==> src/rtl/program_loader.sv <==
// rtl/program_loader.sv - serial in-system programming front end for the program memory write port.
// Optional read-back verify path enabled by defining PROGRAM_LOADER_VERIFY_EN.
`timescale 1ns/1ps
module program_loader #(
    parameter int ADDR_WIDTH    = 13,
    parameter int INSTR_WIDTH   = 14,
    parameter int PAYLOAD_WIDTH = 16
) (
    input  logic                   clk,
    input  logic                   rst_n,
    input  logic                   pgm_en,
    input  logic                   pgm_sclk,
    input  logic                   pgm_sdi,
    output logic                   cpu_hold,
    output logic                   busy,
    output logic                   mem_wr_en,
    output logic [ADDR_WIDTH-1:0]  mem_wr_addr,
    output logic [INSTR_WIDTH-1:0] mem_wr_data
`ifdef PROGRAM_LOADER_VERIFY_EN
    ,
    output logic                   mem_rd_en,
    output logic [ADDR_WIDTH-1:0]  mem_rd_addr,
    input  logic [INSTR_WIDTH-1:0] mem_rd_data,
    output logic                   pgm_sdo
`endif
);
    localparam int DW = (ADDR_WIDTH > INSTR_WIDTH) ? ADDR_WIDTH : INSTR_WIDTH;
    localparam int CW = $clog2(PAYLOAD_WIDTH);

    typedef enum logic [2:0] {
        S_IDLE, S_CMD, S_PAYLOAD, S_WRITE, S_RD_REQ, S_RD_SHIFT
    } state_t;

    state_t                 r_state;
    logic                   r_en_s1, r_en_s2, r_en_d;
    logic                   r_sclk_s1, r_sclk_s2, r_sclk_d;
    logic                   r_sdi_s1, r_sdi_s2;
    logic [ADDR_WIDTH-1:0]  r_ptr;
    logic [DW-1:0]          r_shift;
    logic [CW-1:0]          r_cnt;
    logic                   r_op_write;
    logic                   r_cpu_hold, r_busy, r_wr_en;
    logic [ADDR_WIDTH-1:0]  r_wr_addr;
    logic [INSTR_WIDTH-1:0] r_wr_data;
`ifdef PROGRAM_LOADER_VERIFY_EN
    logic                     r_rd_en;
    logic [ADDR_WIDTH-1:0]    r_rd_addr;
    logic [PAYLOAD_WIDTH-1:0] r_rd_shift;
    logic                     w_sclk_fall;
    assign w_sclk_fall = r_sclk_d & ~r_sclk_s2;
`endif

    logic          w_sclk_rise, w_en_rise;
    logic [DW-1:0] w_frame;
    assign w_sclk_rise = r_sclk_s2 & ~r_sclk_d;
    assign w_en_rise   = r_en_s2 & ~r_en_d;
    // Only the low DW bits of a frame are kept; earlier bits fall off the top.
    assign w_frame     = {r_shift[DW-2:0], r_sdi_s2};

    always_ff @(posedge clk or negedge rst_n) begin
        if (!rst_n) begin
            r_state    <= S_IDLE;
            r_en_s1    <= 1'b0; r_en_s2   <= 1'b0; r_en_d   <= 1'b0;
            r_sclk_s1  <= 1'b0; r_sclk_s2 <= 1'b0; r_sclk_d <= 1'b0;
            r_sdi_s1   <= 1'b0; r_sdi_s2  <= 1'b0;
            r_ptr      <= '0;
            r_shift    <= '0;
            r_cnt      <= '0;
            r_op_write <= 1'b0;
            r_cpu_hold <= 1'b0;
            r_busy     <= 1'b0;
            r_wr_en    <= 1'b0;
            r_wr_addr  <= '0;
            r_wr_data  <= '0;
`ifdef PROGRAM_LOADER_VERIFY_EN
            r_rd_en    <= 1'b0;
            r_rd_addr  <= '0;
            r_rd_shift <= '0;
`endif
        end else begin
            r_en_s1   <= pgm_en;   r_en_s2   <= r_en_s1;   r_en_d   <= r_en_s2;
            r_sclk_s1 <= pgm_sclk; r_sclk_s2 <= r_sclk_s1; r_sclk_d <= r_sclk_s2;
            r_sdi_s1  <= pgm_sdi;  r_sdi_s2  <= r_sdi_s1;

            if (r_state != S_IDLE && !r_en_s2) begin
                r_state    <= S_IDLE;
                r_cnt      <= '0;
                r_cpu_hold <= 1'b0;
                r_busy     <= 1'b0;
                r_wr_en    <= 1'b0;
`ifdef PROGRAM_LOADER_VERIFY_EN
                r_rd_en    <= 1'b0;
                r_rd_shift <= '0;
`endif
            end else begin
                case (r_state)
                    S_IDLE: if (w_en_rise) begin
                        r_state    <= S_CMD;
                        r_ptr      <= '0;
                        r_cnt      <= '0;
                        r_cpu_hold <= 1'b1;
                    end
                    S_CMD: if (w_sclk_rise) begin
                        r_shift <= w_frame;
                        if (r_cnt == CW'(3)) begin
                            r_cnt <= '0;
                            case (w_frame[3:0])
                                4'h1: begin r_op_write <= 1'b0; r_state <= S_PAYLOAD; end
                                4'h2: begin r_op_write <= 1'b1; r_state <= S_PAYLOAD; end
                                4'h3: r_ptr <= r_ptr + ADDR_WIDTH'(1);
`ifdef PROGRAM_LOADER_VERIFY_EN
                                4'h4: begin
                                    r_state   <= S_RD_REQ;
                                    r_rd_en   <= 1'b1;
                                    r_rd_addr <= r_ptr;
                                    r_busy    <= 1'b1;
                                end
`endif
                                default: ;
                            endcase
                        end else begin
                            r_cnt <= r_cnt + CW'(1);
                        end
                    end
                    S_PAYLOAD: if (w_sclk_rise) begin
                        r_shift <= w_frame;
                        if (r_cnt == CW'(PAYLOAD_WIDTH - 1)) begin
                            r_cnt <= '0;
                            if (r_op_write) begin
                                r_state   <= S_WRITE;
                                r_wr_en   <= 1'b1;
                                r_wr_addr <= r_ptr;
                                r_wr_data <= w_frame[INSTR_WIDTH-1:0];
                                r_busy    <= 1'b1;
                            end else begin
                                r_ptr   <= w_frame[ADDR_WIDTH-1:0];
                                r_state <= S_CMD;
                            end
                        end else begin
                            r_cnt <= r_cnt + CW'(1);
                        end
                    end
                    S_WRITE: begin
                        r_wr_en <= 1'b0;
                        r_busy  <= 1'b0;
                        r_ptr   <= r_ptr + ADDR_WIDTH'(1);
                        r_state <= S_CMD;
                    end
`ifdef PROGRAM_LOADER_VERIFY_EN
                    // Two cycles here: one for the request, one for the memory to return data.
                    S_RD_REQ: begin
                        r_rd_en <= 1'b0;
                        if (r_cnt == '0) begin
                            r_cnt <= CW'(1);
                        end else begin
                            r_cnt      <= '0;
                            r_rd_shift <= PAYLOAD_WIDTH'(mem_rd_data);
                            r_state    <= S_RD_SHIFT;
                        end
                    end
                    S_RD_SHIFT: if (w_sclk_fall) begin
                        r_rd_shift <= {r_rd_shift[PAYLOAD_WIDTH-2:0], 1'b0};
                        if (r_cnt == CW'(PAYLOAD_WIDTH - 1)) begin
                            r_cnt      <= '0;
                            r_ptr      <= r_ptr + ADDR_WIDTH'(1);
                            r_busy     <= 1'b0;
                            r_rd_shift <= '0;
                            r_state    <= S_CMD;
                        end else begin
                            r_cnt <= r_cnt + CW'(1);
                        end
                    end
`endif
                    default: r_state <= S_IDLE;
                endcase
            end
        end
    end

    assign cpu_hold    = r_cpu_hold;
    assign busy        = r_busy;
    assign mem_wr_en   = r_wr_en;
    assign mem_wr_addr = r_wr_addr;
    assign mem_wr_data = r_wr_data;
`ifdef PROGRAM_LOADER_VERIFY_EN
    assign mem_rd_en   = r_rd_en;
    assign mem_rd_addr = r_rd_addr;
    assign pgm_sdo     = r_rd_shift[PAYLOAD_WIDTH-1];
`endif
endmodule

==> config.mk <==
export PLATFORM = sky130hd
export DESIGN_NAME = program_loader
export DESIGN_NICKNAME = d
export VERILOG_FILES = /design/src/rtl/program_loader.sv
export SDC_FILE = /design/constraint.sdc
export NUM_CORES = 1
export LEC_CHECK = 0
export CORE_MARGIN = 1.5
export CORE_UTILIZATION = 45
export CTS_CLUSTER_DIAMETER = 50
export DETAILED_ROUTE_END_ITERATION = 10
export PLACE_DENSITY = 0.64
export SLEW_MARGIN = 20
export SYNTH_ARGS = -nofsm -noshare
export SYNTH_HDL_FRONTEND = slang
export SYNTH_SLANG_ARGS = --single-unit
==> constraint.sdc <==
create_clock -name clk -period 2.8 [get_ports clk]
set_input_delay 0.84 -clock clk [delete_from_list [all_inputs] [get_ports clk]]
set_output_delay 0.84 -clock clk [all_outputs]
set_load 0.02 [all_outputs]
==> impl_metrics.toml, run 1 <==
[status]
status = "finished, final reports clean"

[clock_tree]
cts_buffer_depth = 2
htree_levels = 3
cts_hold_buf = 0
cts-root-buf = "clkbuf_8"
cts.reportedPaths.clkPinSlew_ps = 80
clk_latency_ps = 340
clock-sinks = 70
cts_tree = "done"
post_cts.repair.setup_buffers = 0
cts_made_buffers = 9
ctsResizeCount = 0

[setup_path]
crit_path_start_kind = "flip-flop"
crit_path_max_fanout = 12
cp-end-kind = "flip-flop"
critPathKind = "reg -> reg"
arrival_ps = 2620
required_ps = 3040

[drt]
vias = 2296
drc = 0
first_iter_violations = 186
firstDrtPassIters = 4
vias_per_cell = 5.493
ant_nets = 0
wl_per_cell_um = 14.88
drt_wl_total_um = 6218

[yosys]
synthCells = 279
synth_area_leaders = "dfrtp_1, mux2_2, o21ai_0"
ys_types = 48
synth_edf_count = 0
synth.top_cell.area_share = 0.5399
yosysWarnings = 0
synth.avg_cell_area_um2 = 11.63
synthArstFlopShare = 1.000
ys_seq_area_frac = 0.5399
netlist_area_um2 = 3244
synth-seq-cells = 70
ys.flop_type = "dfrtp_1"
synth_top_area_cell = "dfrtp_1"
synth_nets = 290

[floorplanning]
fp-row-count = 30
die_x_um = 87.91
die_h_um = 87.91
ios = 35
fp.coreArea_um2 = 6869
die_area_um2 = 7728
initial_core_util = 0.4723

[place]
port_buffers = 34
dp_hpwl_um = 4128
gp_congestion = 0.8519
dp.cells = 402

[sta]
tightestPinTransition_ps = 564.1
min_period_ps = 2380
rsz0062_at_grt = "no"
setup_violations = 0
finalHoldViolations = 0
slew_viol_final = 0
fin_crit_sh = 0.8500
clock_skew_ps = 6.970
max_freq_ghz = 0.4202
fin_setup_tns_ps = 0
slew_headroom = 0.6225

[pwr]
power_frac_seq = 0.408
clkPwrFrac = 0.287
cellPowerDensity_nw_per_um2 = 830.7
power.total_uw = 3253
cellInternalPower_uw = 2082
leakagePower_uw = 0.001757
peakVddDrop_mv = 0.3767
comb_power_share = 0.305
power.switching_uw = 1171
p_sw_frac = 0.3600

[final_layout]
fin_cells = 418
n_fill_cell = 599
diodes = 0
syn_to_final_growth_pct = 20.71
fin_nets = 328
layout-drive-gt1-share = 0.2143

[global_routing]
grt_pass1_vias = 2094
antenna_found_initial = 0
grt_max_degree = 71
track_usage = 0.1800
grt-ovfl-total = 0
grt_first_pass_wirelength_um = 10540

[flow_run]
maxCapViolCount = 0

[min_path]
min_path_type = "reg -> reg"
==> worst paths after layout <==
kind                       startpoint        end  slack, ps  cells after the start
setup / recovery           r_state[0]   r_cnt[3]        420                      7
hold / removal                r_en_s1    r_en_s2        350                      0
setup reg to reg           r_state[0]   r_cnt[3]        420                      7
hold reg to reg               r_en_s1    r_en_s2        350                      0
max in group asynchronous       rst_n  r_ptr[10]       2000                      2
min in group asynchronous       rst_n    r_en_s1        490                      2
==> synth_stat cells, drive strengths merged (2+ instances only) <==
| cell type | n |
|---|---|
| and3 | 4 |
| nor3 | 5 |
| nand2b | 5 |
| ha | 6 |
| o31a | 2 |
| a31oi | 6 |
| or2 | 3 |
| dfrtp | 70 |
| a21o | 3 |
| buf | 9 |
| nand2 | 14 |
| a21oi | 10 |
| nand3 | 10 |
| o31ai | 5 |
| mux2i | 2 |
| o21ai | 21 |
| mux2 | 41 |
| nor2b | 2 |
| nor2 | 22 |
| inv | 9 |
| nor4 | 5 |
| a22o | 5 |
| a22oi | 5 |
==> cell families (layout without fill, tap and decap cells) <==
kind of cell | after synthesis | count (layout) | share of synthesized area
simple gates | 77 | 77 | 0.1265
flops | 70 | 70 | 0.5399
compound gates | 63 | 63 | 0.1300
mux | 43 | 43 | 0.1485
buf+inv | 19 | 62 | 0.02931
fa+ha+maj | 6 | 6 | 0.02314
xor+xnor | 1 | 1 | 0.002700
==> sequential cells by signal, indices dropped and copies added (netlist names) <==
register	cells
r_en_s2	1
mem_wr_en	1
cpu_hold	1
r_en_d	1
r_shift	13
r_ptr	13
mem_wr_data	14
mem_wr_addr	13
r_sclk_d	1
r_sdi_s2	1
r_sdi_s1	1
r_cnt	4
r_en_s1	1
r_op_write	1
r_sclk_s2	1
r_sclk_s1	1
r_state	2
==> per-stage QoR <==
| stage | util | cell area, um^2 | worst slack (ps) | hold WS (ps) |
|---|---|---|---|---|
| floorplan | - | 3244 | 698.6 | 331.2 |
| global placement | 0.5366 | 3686 | 490.9 | 332.1 |
| detailed placement | 0.5366 | 3686 | 436.0 | 334.7 |
| CTS | 0.5701 | 3916 | 422.0 | 353.4 |
| global route | 0.5701 | 3916 | 294.0 | 359.4 |
| finish | 0.5701 | 3916 | 419.9 | 350.7 |
==> power by group through the flow <==
stage                     Combinational [uW]  Clock, uW  Sequential [uW]
after global placement                   975          0             1340
after floorplan                          787          0             1290
after global routing                    1100       1010             1360
final                                    991        935             1330
after CTS                                991        956             1330
after detailed placement                 988          0             1350
==> cell usage in the layout (no fill, tap or decap), types with 2 or more instances in the layout <==
cell type	count
o31ai_1	5
nand2b_1	5
a22oi_1	5
mux2_1	2
a31oi_1	6
buf_12	2
and3_1	4
o21ai_0	20
bufinv_16	2
nor2b_1	2
mux2_2	39
nand2_1	14
mux2i_1	2
nand3_1	9
o31a_1	2
inv_6	2
clkbuf_8	10
inv_1	9
a22o_2	2
nor3_1	3
or2_2	2
nor2_1	22
a21oi_1	10
ha_1	6
clkinvlp_4	2
dfrtp_1	70
clkdlybuf4s50_1	33
a21o_1	3
a22o_1	3
nor4_1	5
==> area by class of cell <==
class / count / area, um^2 / area share
repair buffers: 37 / 382.9 / 0.09776
inverters: 9 / 33.78 / 0.008626
well taps: 96 / 120.1 / 0.03067
multi-input cells: 190 / 1398 / 0.3569
clock inverters: 6 / 92.59 / 0.02364
clock buffers: 10 / 137.6 / 0.03514
flip-flops and latches: 70 / 1752 / 0.4473
==> per-layer routing <==
metal | up-vias | GRT usage | wire length [um]
met5 | - | 0 | 0
li1 | 1106 | - | -
met3 | 11 | 0.03676 | 242
met4 | 0 | 0.08225 | 112
met2 | 52 | 0.2394 | 2608
met1 | 1127 | 0.2785 | 3253
==> worst max-delay path: stages (launching register included) <==
cell and delay, ps:
dfrtp_1 420, inv_1 130, ha_1 380, or2_4 320, a22o_1 230, a221o_1 380
a21o_1 190, a22o_1 220
(Power assumes the default switching activity.)
==> inputs of run 2 (changes only) <==
--- a/config.mk
+++ b/config.mk
@@ -6,10 +6,10 @@
 export NUM_CORES = 1
 export LEC_CHECK = 0
 export CORE_MARGIN = 1.5
-export CORE_UTILIZATION = 45
+export CORE_UTILIZATION = 41
 export CTS_CLUSTER_DIAMETER = 50
 export DETAILED_ROUTE_END_ITERATION = 10
-export PLACE_DENSITY = 0.64
+export PLACE_DENSITY = 0.59
 export SLEW_MARGIN = 20
 export SYNTH_ARGS = -nofsm -noshare
 export SYNTH_HDL_FRONTEND = slang
==> impl_metrics.toml, run 2 (synthesis gave the netlist of run 1 again) <==
[status]
status = "finished, final reports clean"

[drt]
first_iter_violations = 121
ant_nets = 0
vias = 2285
wl_per_cell_um = 15.17
drt_wl_total_um = 6434
drc = 0
firstDrtPassIters = 4
vias_per_cell = 5.389

[floorplanning]
fp-row-count = 32
initial_core_util = 0.4220
fp.coreArea_um2 = 7687
ios = 35
die_x_um = 91.96
die_area_um2 = 8456
die_h_um = 91.96

[global_routing]
antenna_found_initial = 0
grt_first_pass_wirelength_um = 10990
grt_use_met2 = 0.2302
grt-ovfl-total = 0
track_usage = 0.1658
use_met3 = 0.03980
grt_most_used_layer = "met1"
grt_max_degree = 71
grt_pass1_vias = 2198
met1_usage = 0.2491

[setup_path]
reg2reg_from = "r_state[0]"
crit_path_max_fanout = 12
cp-end-kind = "flip-flop"
required_ps = 3030
arrival_ps = 2620
startpoint = "r_state[0]"
crit_path_start_kind = "flip-flop"
critPathKind = "reg -> reg"

[sta]
finalHoldViolations = 0
tightestPinTransition_ps = 564.0
rsz0062_at_grt = "no"
clock_skew_ps = 9.296
min_period_ps = 2391
fin_crit_sh = 0.8539
fin_setup_tns_ps = 0
max_freq_ghz = 0.4183
slew_headroom = 0.6226
setup_violations = 0
slew_viol_final = 0

[pwr]
peakVddDrop_mv = 0.3360
power.total_uw = 3171
cellPowerDensity_nw_per_um2 = 813.0
leakagePower_uw = 0.001752

[place]
dp_hpwl_um = 4277
gp_congestion = 0.8549
port_buffers = 34

[flow_run]
maxCapViolCount = 0

[clock_tree]
clk_latency_ps = 340
clock-sinks = 70
post_cts.repair.setup_buffers = 0
cts_made_buffers = 9
ctsResizeCount = 0
cts_tree = "done"
cts_buffer_depth = 2
cts_hold_buf = 0
cts.reportedPaths.clkPinSlew_ps = 80
htree_levels = 3
cts-root-buf = "clkbuf_8"

[min_path]
min_from = "r_sclk_s1"
min_path_type = "reg -> reg"

[final_layout]
n_fill_cell = 707
final_common_cell = "dfrtp_1"
layout-drive-gt1-share = 0.2112
mostFrequentLayoutCells = "dfrtp_1, mux2_2, clkdlybuf4s50_1, nor2_1, o21ai_0"
syn_to_final_growth_pct = 20.21
fin_nets = 328
diodes = 0
largest_reg_flops = 14
## run 2: cell count changes in the layout (fill, tap and decap cells not counted)
cell / before / now
bufinv_16: 2 / 1
clkinvlp_4: 2 / 0
clkbuf_1: 0 / 1
clkinv_4: 0 / 2
## run 2: metal layers
layer / wire, um / up-vias
li1: - / 1102
met5: 0 / -
met3: 335 / 8
met4: 78 / 0
met2: 2703 / 69
met1: 3316 / 1106
## run 2: per-stage QoR
step	instances	setup slack (ps)	util	instance area, um^2	hold slack (ps)
finish	424	409.2	0.5073	3900	352.0
global route	424	186.2	0.5073	3900	363.8
CTS	424	419.8	0.5073	3900	353.9
detailed placement	408	433.5	0.4805	3694	334.7
global placement	408	492.0	0.4805	3694	332.3
floorplan	279	698.6	-	3244	331.2
## run 2: report_power, final
| part | total, uW | internal, uW | leakage, uW | switching [uW] |
|---|---|---|---|---|
| logic | 997 | 410 | 0.000705 | 587 |
| clock network | 842 | 446 | 0.000105 | 396 |
| registers | 1330 | 1140 | 0.000943 | 191 |
| total | 3170 | 2000 | 0.00175 | 1170 |
## run 2: area by class of cell
cell class / count / area, um^2 / area share
repair buffers: 37 / 382.9 / 0.09817
clock buffers: 11 / 141.4 / 0.03625
well taps: 102 / 127.6 / 0.03272
multi-input cells: 190 / 1398 / 0.3584
flip-flops and latches: 70 / 1752 / 0.4491
inverters: 9 / 33.78 / 0.008662
clock inverters: 5 / 65.06 / 0.01668
## run 2: path summary, 6_finish.rpt
path / endpoint / slack (ps) / depth (start not counted)
min reg2reg: r_sclk_s2 / 350 / 0
min: r_sclk_s2 / 350 / 0
max reg2reg: r_cnt[3] / 410 / 7
max: r_cnt[3] / 410 / 7
max in group asynchronous: r_cnt[2] / 1970 / 2
min in group asynchronous: r_state[1] / 490 / 2
## run 2: worst max-delay path, stage by stage (launching register included)
cell and delay, ps:
dfrtp_1 420, inv_1 140, ha_1 400, or2_4 320, a22o_1 230, a221o_1 380
a21o_1 180, a22o_1 210
==> edit 1: new RTL, settings of run 1 <==
The parameter `PAYLOAD_WIDTH` goes from 16 to 32.
--- a/src/rtl/program_loader.sv
+++ b/src/rtl/program_loader.sv
@@ -6,3 +6,3 @@
     parameter int INSTR_WIDTH   = 14,
-    parameter int PAYLOAD_WIDTH = 16
+    parameter int PAYLOAD_WIDTH = 32
 ) (
Check against the original RTL: no difference found for any inputs over 10 cycles, from zero or initial values and one cycle with rst_n low; that may be too few to reach the edited logic, so the function may still have changed.
==> edit 1 against run 1 <==
  * Sequential cell count grew 1
  * Power increased by 4.3%
  * Count of clock-buffer cells in the layout is 1 lower
  * Wire length rose by 18%
  * Maximum frequency decreased by 3.9%
  * Final area grew 4.7%
  * Core utilization fell by 1.1 points
  * Synthesized area rose by 6.3%
  * Setup slack got worse by 0.097 ns
  * Largest cell class unchanged
  * Largest power group unchanged
==> edit 1: results (changes against run 1) <==
| Metric | Value |
|---|---|
| Drt wl/cell | 16.8 um (+13%) |
| Min Tclk post-route | 2.48 ns (+0.0968 ns) |
| Worst Path Max Fanout | 20 (+8) |
| Placement Cell Area | 0.00392 mm2 (+6.2%) |
| Status | finished, final reports clean |
| Place WS | 0.351 ns (-0.0854 ns) |
| Seq/Total Area, Yosys | 0.515 (-0.0247) |
| Nets | 344 (+4.9%) |
| LEAKAGE | 1.78 nW (+1.5%) |
| Drt first pass iters | 5 (+1) |
| DP Wirelength | 5120 um (+24%) |
| Arr. time, crit path | 2.71 ns (+0.09 ns) |
| Compound-gate portion of the synthesized area | 0.155 (+0.0246) |
| Post-synthesis adder-cell area fraction | 0.0290 (+0.00589) |
| Synth area leaders | dfrtp_1 52%, mux2_2 13%, ha_1 2.9%, o2bb2ai_1 2.5%, nand4_1 1.6% |
| Hold wc startpoint | r_sclk_s1$_DFF_PN0_ |
| Yosys cell types | 57 (+19%) |
| Reg2Reg Setup Slack | 0.32 ns (-0.10 ns) |
| Hold WS | 0.352 ns (+0.00161 ns) |
| Pin count of the biggest net entering global routing | 52 (-27%) |
| Syn_nets | 305 (+5.2%) |
| Iteration-0 DRC Markers | 312 (+68%) |
| Hold endpoint | r_sclk_s2$_DFF_PN0_ |
| Dpl cells | 419 (+4.2%) |
| Peak VDD IR | 338 uV (-10%) |
| Gpl congestion | 0.887 (+4.2%) |
[edit 1: cell types whose count changed after synthesis, sizes merged, moves of 3 or more]
cell | run 1 | this run
a21o | 3 | 0
a22o | 5 | 2
clkbuf | 1 | 7
nand4 | 1 | 10
nor2 | 22 | 9
nor3 | 5 | 9
o21ai | 21 | 8
o2bb2ai | 1 | 10
o31ai | 5 | 2
o41ai | 0 | 3
[edit 1: area by class of cell]
type / instances / area, um2
fill: 617 / 3230
sequential: 71 / 1780
multi-input combinational: 196 / 1560
timing repair buffer: 44 / 423
clock buffer: 9 / 124
tap: 99 / 124
clock inverter: 7 / 61.3
inverter: 9 / 33.8
[edit 1: metal layers]
layer	global-route usage	vias to the layer above	wire (um)
li1	-	1196	-
met1	0.281	1275	3520
met2	0.274	102	3210
met3	0.0463	12	482
met4	0.0635	0	106
met5	0	-	0
[edit 1: report_power, final]
group	internal, mW	switching, mW	total (mW)
sequential	1.16	0.213	1.37
combinational	0.526	0.729	1.25
clock	0.338	0.431	0.769
total	2.02	1.37	3.39
==> edit 2: new RTL, config.mk and constraints of run 1 <==
Made on the original files. The 6 states of `state_t` get a one-hot encoding in 6 bits.
--- a/src/rtl/program_loader.sv
+++ b/src/rtl/program_loader.sv
@@ -29,4 +29,4 @@
 
-    typedef enum logic [2:0] {
-        S_IDLE, S_CMD, S_PAYLOAD, S_WRITE, S_RD_REQ, S_RD_SHIFT
+    typedef enum logic [5:0] {
+        S_IDLE = 6'b000001, S_CMD = 6'b000010, S_PAYLOAD = 6'b000100, S_WRITE = 6'b001000, S_RD_REQ = 6'b010000, S_RD_SHIFT = 6'b100000
     } state_t;
Function: same outputs for any inputs over 4 cycles, from zero or initial values and one cycle with rst_n low; so few cycles prove little.
==> edit 2 against run 1 <==
  * Final area increased by 3.0%
  * Global-route usage is 0.17 points higher
  * Die area grew 5.5%
  * Sequential cell count up 2
  * Sequential share of layout area about the same
  * Critical path depth fell by 6
  * Hold slack better by 0.0017 ns
  * Setup slack improved by 0.14 ns
  * Largest cell class unchanged
  * Synthesized area increased by 5.7%
  * Highest routed layer unchanged
  * Wire length grew 7.5%
Power is not compared: it rests on default switching activity, and its combinational part moved more than twofold at a synthesized area within 25%.
==> edit 2: results (changes against run 1) <==
| Metric | Value |
|---|---|
| Top cells by count, synth | 71 x dfrtp_1, 21 x mux2_1, 20 x mux2_2 |
| Metal3 WL | 266 um (+9.9%) |
| Compound-gate portion of the synthesized area | 0.139 (+0.00940) |
| Syn_nets | 294 (+1.4%) |
| Syn avg cell area | 11.9 um2 (+2.8%) |
| GRT Overall Usage | 0.182 (+0.00169) |
| Yosys cell types | 58 (+21%) |
| M1 WL | 3430 um (+5.5%) |
| Clk_skew | 0.00721 ns (+0.000235 ns) |
| Arr. time, crit path | 1.40 ns (-1.22 ns) |
| Pin count of the biggest net entering global routing | 73 (+2.8%) |
| Reg2Reg Setup Slack | 0.61 ns (+0.19 ns) |
| Dpl cells | 409 (+1.7%) |
| Worst Path Max Fanout | 6 (-6) |
| Hold WS | 0.352 ns (+0.00174 ns) |
| DP Wirelength | 4340 um (+5.2%) |
| Seq/Total Area, Yosys | 0.526 (-0.0142) |
| Place WS | 0.619 ns (+0.183 ns) |
| Status | finished, final reports clean |
| Post-synthesis xor/xnor area fraction | 0.0128 (+0.0101) |
| Comb power frac | 0.155 |
| Placement Cell Area | 0.00384 mm2 (+4.1%) |
| Max clock buf depth | 2 (unchanged) |
| Worst slew margin | 0.646 (+0.0230) |
| Share of cells above drive strength 1 | 0.178 (-0.0364) |
| Slowest-stage cell, CP | clkdlybuf4s50_1 |
| Post-route insts no fill | 425 (+1.7%) |
| Vias in the first global route | 2329 (+11%) |
| FF-to-FF Start | r_state[0]$_DFFE_PN1P_ |
| First-pass GRT wire length | 11600 um (+10%) |
| Gpl congestion | 0.814 (-4.5%) |
| Cells on worst reg2reg path | 5 (-2) |
| Synth area leaders | dfrtp_1 52%, mux2_1 6.9%, mux2_2 6.6%, o31ai_1 2.6%, o21ai_0 1.9% |
| Post-synthesis adder-cell area fraction | 0.00730 (-0.0158) |
| Worst path max stage delay | 0.63 ns (+0.21 ns) |
| Multiplexer area fraction after synthesis | 0.142 (-0.00656) |
## edit 2: cell count changes in the layout (fill, tap and decap cells not counted), moves of 4 or more
cell,run 1,this run
buf_4,1,5
ha_1,6,2
inv_1,9,2
mux2_1,2,21
mux2_2,39,20
nor2_1,22,17
nor4_1,5,0
o21ai_0,20,13
o21ai_1,1,9
o31ai_1,5,12
## edit 2: how the worst max path moves through the flow
stage	startpoint	endpoint	slack (ns)	cells past startpoint
after floorplan	r_cnt[0]$_DFFE_PN0P_	r_ptr[0]$_DFFE_PN0P_	0.86	6
after global placement	r_state[0]$_DFFE_PN1P_	r_ptr[0]$_DFFE_PN0P_	0.67	5
after detailed placement	r_state[0]$_DFFE_PN1P_	r_ptr[0]$_DFFE_PN0P_	0.62	5
after CTS	mem_wr_en$_DFFE_PN0P_	mem_wr_en	0.53	1
after global routing	r_state[0]$_DFFE_PN1P_	r_ptr[11]$_DFFE_PN0P_	0.42	6
final	mem_wr_en$_DFFE_PN0P_	mem_wr_en	0.56	1
## edit 2: logic make-up after synthesis
kind of cell / Yosys count
AND/OR/NAND/NOR: 77
flip-flops: 72
AO/OA/AOI/OAI: 69
multiplexers: 43
buffers and inverters: 19
XOR/XNOR: 5
adder cells (fa/ha/maj): 2
## edit 2: cell type report
class	count	area [um2]
clock buffers	9	124
clock inverters	7	70.1
fillers	613	3300
inverters	2	7.51
multi-input cells	196	1510
flip-flops and latches	72	1800
well taps	99	124
repair buffers	40	393
## edit 2: routing by layer
layer / vias up / global-route usage
met1: 1187 / 0.273
met3: 10 / 0.0505
met2: 66 / 0.249
met4: 0 / 0.0661
met5: - / 0
li1: 1128 / -
